$ cat src/rtl/mux_n_1_rr.sv
`default_nettype none
// =============================================================================
// mux_n_1_rr : N:1 valid/ready stream mux with registered output stage,
//              selected externally (MODE=0) or by a round-robin arbiter (MODE=1)
// Rev 1.0
// =============================================================================
module mux_n_1_rr #(
  parameter int WIDTH = 8,
  parameter int N     = 4,
  parameter int MODE  = 1,
  localparam int SEL_W = $clog2(N)
) (
  input  logic                 clk,
  input  logic                 rst_n,
  input  logic [N*WIDTH-1:0]   in_data,
  input  logic [N-1:0]         in_valid,
  output logic [N-1:0]         in_ready,
  input  logic [SEL_W-1:0]     sel,
  output logic [WIDTH-1:0]     out_data,
  output logic                 out_valid,
  input  logic                 out_ready,
  output logic [SEL_W-1:0]     out_src
);

  logic             out_valid_q, out_valid_d;
  logic [WIDTH-1:0] out_data_q,  out_data_d;
  logic [SEL_W-1:0] out_src_q,   out_src_d;

  logic             w_load_en;
  logic             w_gnt_vld;
  logic [SEL_W-1:0] w_gnt;
  logic [WIDTH-1:0] w_gnt_data;

  assign w_load_en = !out_valid_q || out_ready;

  generate
    if (MODE == 0) begin : g_sel
      always_comb begin
        w_gnt     = sel;
        w_gnt_vld = 1'b0;
        if (int'(sel) < N) w_gnt_vld = in_valid[sel];
      end
    end else begin : g_rr
      logic [SEL_W-1:0] rr_ptr_q, rr_ptr_d;
      logic [SEL_W-1:0] gnt_hi, gnt_lo;
      logic             hi_found;
      logic             w_unused_sel;

      assign w_unused_sel = ^sel;

      // gnt_lo: lowest valid channel overall (wrap case);
      // gnt_hi: lowest valid channel strictly above the pointer.
      always_comb begin
        gnt_hi   = '0;
        gnt_lo   = '0;
        hi_found = 1'b0;
        for (int i = N - 1; i >= 0; i--) begin
          if (in_valid[i]) begin
            gnt_lo = SEL_W'(i);
            if (SEL_W'(i) > rr_ptr_q) begin
              gnt_hi   = SEL_W'(i);
              hi_found = 1'b1;
            end
          end
        end
        w_gnt     = hi_found ? gnt_hi : gnt_lo;
        w_gnt_vld = |in_valid;
      end

      assign rr_ptr_d = (w_load_en && w_gnt_vld) ? w_gnt : rr_ptr_q;

      always_ff @(posedge clk or negedge rst_n) begin
        if (!rst_n) rr_ptr_q <= SEL_W'(N - 1);
        else        rr_ptr_q <= rr_ptr_d;
      end
    end
  endgenerate

  always_comb begin
    w_gnt_data = '0;
    for (int i = 0; i < N; i++) begin
      if (w_gnt == SEL_W'(i)) w_gnt_data = in_data[i*WIDTH +: WIDTH];
    end
  end

  // Gated by rst_n so no producer sees a handshake while the block is held in reset.
  always_comb begin
    in_ready = '0;
    for (int i = 0; i < N; i++) begin
      in_ready[i] = rst_n && w_load_en && w_gnt_vld && (w_gnt == SEL_W'(i));
    end
  end

  always_comb begin
    out_valid_d = out_valid_q;
    out_data_d  = out_data_q;
    out_src_d   = out_src_q;
    if (w_load_en) begin
      out_valid_d = w_gnt_vld;
      if (w_gnt_vld) begin
        out_data_d = w_gnt_data;
        out_src_d  = w_gnt;
      end
    end
  end

  always_ff @(posedge clk or negedge rst_n) begin
    if (!rst_n) begin
      out_valid_q <= 1'b0;
      out_data_q  <= '0;
      out_src_q   <= '0;
    end else begin
      out_valid_q <= out_valid_d;
      out_data_q  <= out_data_d;
      out_src_q   <= out_src_d;
    end
  end

  assign out_valid = out_valid_q;
  assign out_data  = out_data_q;
  assign out_src   = out_src_q;

endmodule
`default_nettype wire
$ cat config.mk
export PLATFORM = sky130hd
export DESIGN_NAME = mux_n_1_rr
export DESIGN_NICKNAME = d
export VERILOG_FILES = /design/src/rtl/mux_n_1_rr.sv
export SDC_FILE = /design/constraint.sdc
export NUM_CORES = 1
export LEC_CHECK = 0
export ABC_CLOCK_PERIOD_IN_PS = 2220
export CAP_MARGIN = 20
export CORE_MARGIN = 2
export CORE_UTILIZATION = 64
export CTS_BUF_LIST = sky130_fd_sc_hd__clkbuf_4 sky130_fd_sc_hd__clkbuf_8
export DETAILED_ROUTE_END_ITERATION = 6
export DONT_BUFFER_PORTS = 1
export PLACE_DENSITY = 0.78
export SLEW_MARGIN = 10
export SYNTH_ARGS = -nofsm -noshare
export SYNTH_HDL_FRONTEND = slang
export SYNTH_SLANG_ARGS = --single-unit
$ cat constraint.sdc
create_clock -name clk -period 2.22 [get_ports clk]
set_input_delay 0.555 -clock clk [delete_from_list [all_inputs] [get_ports clk]]
set_output_delay 0.555 -clock clk [all_outputs]
set_load 0.02 [all_outputs]
==> results by group <==
Setup path
  – Crit path required time: 1.66 ns
  – Crit path max fanout: 3
  – Worst r2r path cells: 7
  – Slowest stage delay, CP: 0.54 ns
  – CP Depth: 4
  – Worst EP arrival: 1.76 ns
  – Critical path buffer and inverter count: 0
  – Crit path launch type: flop
  – CP cell instances: and2b_4 > a21o_1 > a221oi_2 > and4_4
  – CP endpoint kind: primary output
  – Crit-path leading delay family: flip-flops
  – Crit-path slowest cell: dfstp_2
  – CP Class: flop to primary output

Yosys
  – Mapped cell area: 952.2 µm²
  – Sequential share of the synthesized area: 34.43%
  – Synth top area share: 28.91%
  – Syn avg cell area: 9.335 µm²
  – #FFs+latches synth: 13
  – Area leader, netlist: dfrtp_1
  – Cells after Synth: 102
  – Area contributors post-synth: dfrtp_1, nand2_1, a21oi_1
  – Synth unique cells: 38
  – Syn_nets: 143
  – Synth warn: 0

Clock tree
  – Htree depth: 1
  – Num CTS Buffers: 3
  – Clock sinks: 13
  – Clk root buf: clkbuf_4
  – Max clock buf depth: 2
  – Worst-path clk slew: 0.08 ns
  – Clock Latency Late Sink: 0.28 ns
  – CTS tree: built

Power and ir drop
  – Maximum vdd drop: 0.0005348 V
  – Leak pwr: 0.4840 nW
  – Power Dens Cells: 843.7 mW/mm²

Placed design
  – RD Place Congestion: 0.8298
  – Worst slack at placement: 0.09341 ns
  – DPL Wire Length: 1752 µm
  – I/O Buffers: 0

STA
  – Final WS setup: -0.09608 ns
  – Skew final: 0.002107 ns
  – F_max: 0.4318 GHz
  – Slew Limit Fails: 0
  – Final period util: 104.3%
  – Hold Vio Cnt, Final: 0
  – Post-layout min period: 2.316 ns
  – WHS: 0.1071 ns
  – Final setup vio count: 4
  – Slew margin rel.: 59.36%
  – RSZ-0062 raised after global routing: true
  – Worst Tran Pin Value: 0.6064 ns

Route
  – Via-to-Cell Ratio: 7.115
  – DRC Markers: 0
  – Routed vias: 925
  – Detailed Route Iter0 Violations: 21
  – Drt total wl: 2492 µm
  – Routed len/inst: 19.17 µm
  – First-pass detailed-route iteration total: 4
  – DRT antenna net count: 0

Global routing
  – First-pass GRT wire length: 4091 µm
  – Largest net degree at the start of global routing: 16
  – Vias in the first global route: 944
  – Initial antenna violation count: 0
  – Total grt overflow: 0
  – Total Routing Usage GR: 29.45%

Run status
  – Run status: complete, but fails checks
  – Failing checks: setup timing

Die
  – Die area: 0.001812 mm²
  – Total core area: 0.001350 mm²
  – DIE HEIGHT: 42.57 µm
  – Initial Util: 70.53%
  – Top Ports: 56
  – Die Wd: 42.57 µm
  – Core Rows: 13

Layout
  – Antenna diodes: 0
  – Commonest non-fill, non-tap cell in the layout: nand2_1
  – Nets: 157
  – Area grow syn2layout: 16.16%
  – Layout cell share with drive strength beyond 1: 30.43%
  – Most frequent cells in the layout: nand2_1, a21oi_1, buf_4

Worst hold path
  – Worst hold path class: input pin to async pin

Job
  – Max Cap Violations: 0
worst register-to-register path, delay by kind of cell, from the launching register on:
| kind | cells | cell delay (ns) |
|---|---|---|
| multiplexers | 1 | 0.35 |
| AND/OR/NAND/NOR | 1 | 0.19 |
| buffers and inverters | 2 | 0.34 |
| flip-flops | 1 | 0.54 |
| AO/OA/AOI/OAI | 3 | 0.63 |
repair_timing:
item	CTS	global route
endpoints found under the setup margin	2	9
hold buffers	1	0
pin swaps	2	6
buffers inserted	2	3
gates resized for setup	5	4
endpoints found under the hold margin	11	0
metrics by stage:
step	setup TNS [ns]	util (%)	power [mW]	area (µm²)	cells
6_report	-0.1826	81.93	0.9332	1106	130
5_1_grt	-0.4632	81.93	0.9947	1106	130
4_1_cts	-0.1969	80.17	0.9109	1082	128
3_5_place_dp	0	74.88	0.7200	1011	121
3_3_place_gp	0	74.88	0.7071	1011	121
2_1_floorplan	0	-	0.6622	962.2	102
sequential cells by signal, indices dropped and copies added (netlist names):
signal         count
g_rr.rr_ptr_q      2
out_data           8
out_src            2
out_valid          1
per-layer routing:
layer	part of all wire [%]	wire length [µm]	vias to the layer above	global-route usage, %
met5	0	0	-	0
met4	1.7	43	0	11.25
met3	8.0	200	6	7.328
met2	54	1345	41	48.31
met1	36	902	460	37.03
li1	-	-	418	-
final cells by class:
class,instances,area (µm²)
multi-input combinational,82,606.8
fill,85,244.0
tap,15,18.77
inverter,2,7.507
timing repair buffer,14,115.1
clock buffer,4,30.03
sequential,13,327.8
cell families (layout without fill, tap and decap cells):
| kind of cell | count (synthesis) | count (layout) | share of synthesized area (%) |
|---|---|---|---|
| buffers and inverters | 7 | 20 | 4.730 |
| AND/OR/NAND/NOR | 34 | 34 | 18.13 |
| flip-flops | 13 | 13 | 34.43 |
| AO/OA/AOI/OAI | 37 | 37 | 28.91 |
| multiplexers | 11 | 11 | 13.80 |
worst paths after layout:
path / start / to / slack, ns
worst min register to register: g_rr.rr_ptr_q[1] / g_rr.rr_ptr_q[1] / 0.54
max in group asynchronous: rst_n / out_data[1] / 1.19
worst min-delay path: rst_n / g_rr.rr_ptr_q[0] / 0.11
worst max register to register: g_rr.rr_ptr_q[0] / out_data[7] / 0.07
worst max-delay path: g_rr.rr_ptr_q[0] / in_ready[0] / -0.1
min in group clk: in_valid[0] / out_valid / 0.40
report_power, final:
| part | leakage, nW | internal [mW] | switching [mW] |
|---|---|---|---|
| clock network | 0.0184 | 0.0819 | 0.0823 |
| registers | 0.153 | 0.299 | 0.106 |
| logic | 0.312 | 0.184 | 0.180 |
cell usage after synthesis (all sizes together):
| library cell | count |
|---|---|
| a211oi | 1 |
| a21boi | 2 |
| a21o | 1 |
| a21oi | 12 |
| a221oi | 1 |
| a32oi | 5 |
| and2b | 1 |
| and4 | 1 |
| buf | 4 |
| clkbuf | 1 |
| dfrtp | 11 |
| dfstp | 2 |
| inv | 2 |
| mux2 | 5 |
| mux2i | 6 |
| nand2 | 18 |
| nand2b | 2 |
| nand3 | 1 |
| nor2 | 4 |
| nor2b | 1 |
| nor3 | 2 |
| nor3b | 1 |
| o21a | 2 |
| o21ai | 2 |
| o221ai | 4 |
| o22ai | 1 |
| o31ai | 5 |
| o41ai | 1 |
| or2b | 1 |
| or3 | 1 |
| or3b | 1 |
(Power assumes the default switching activity.)
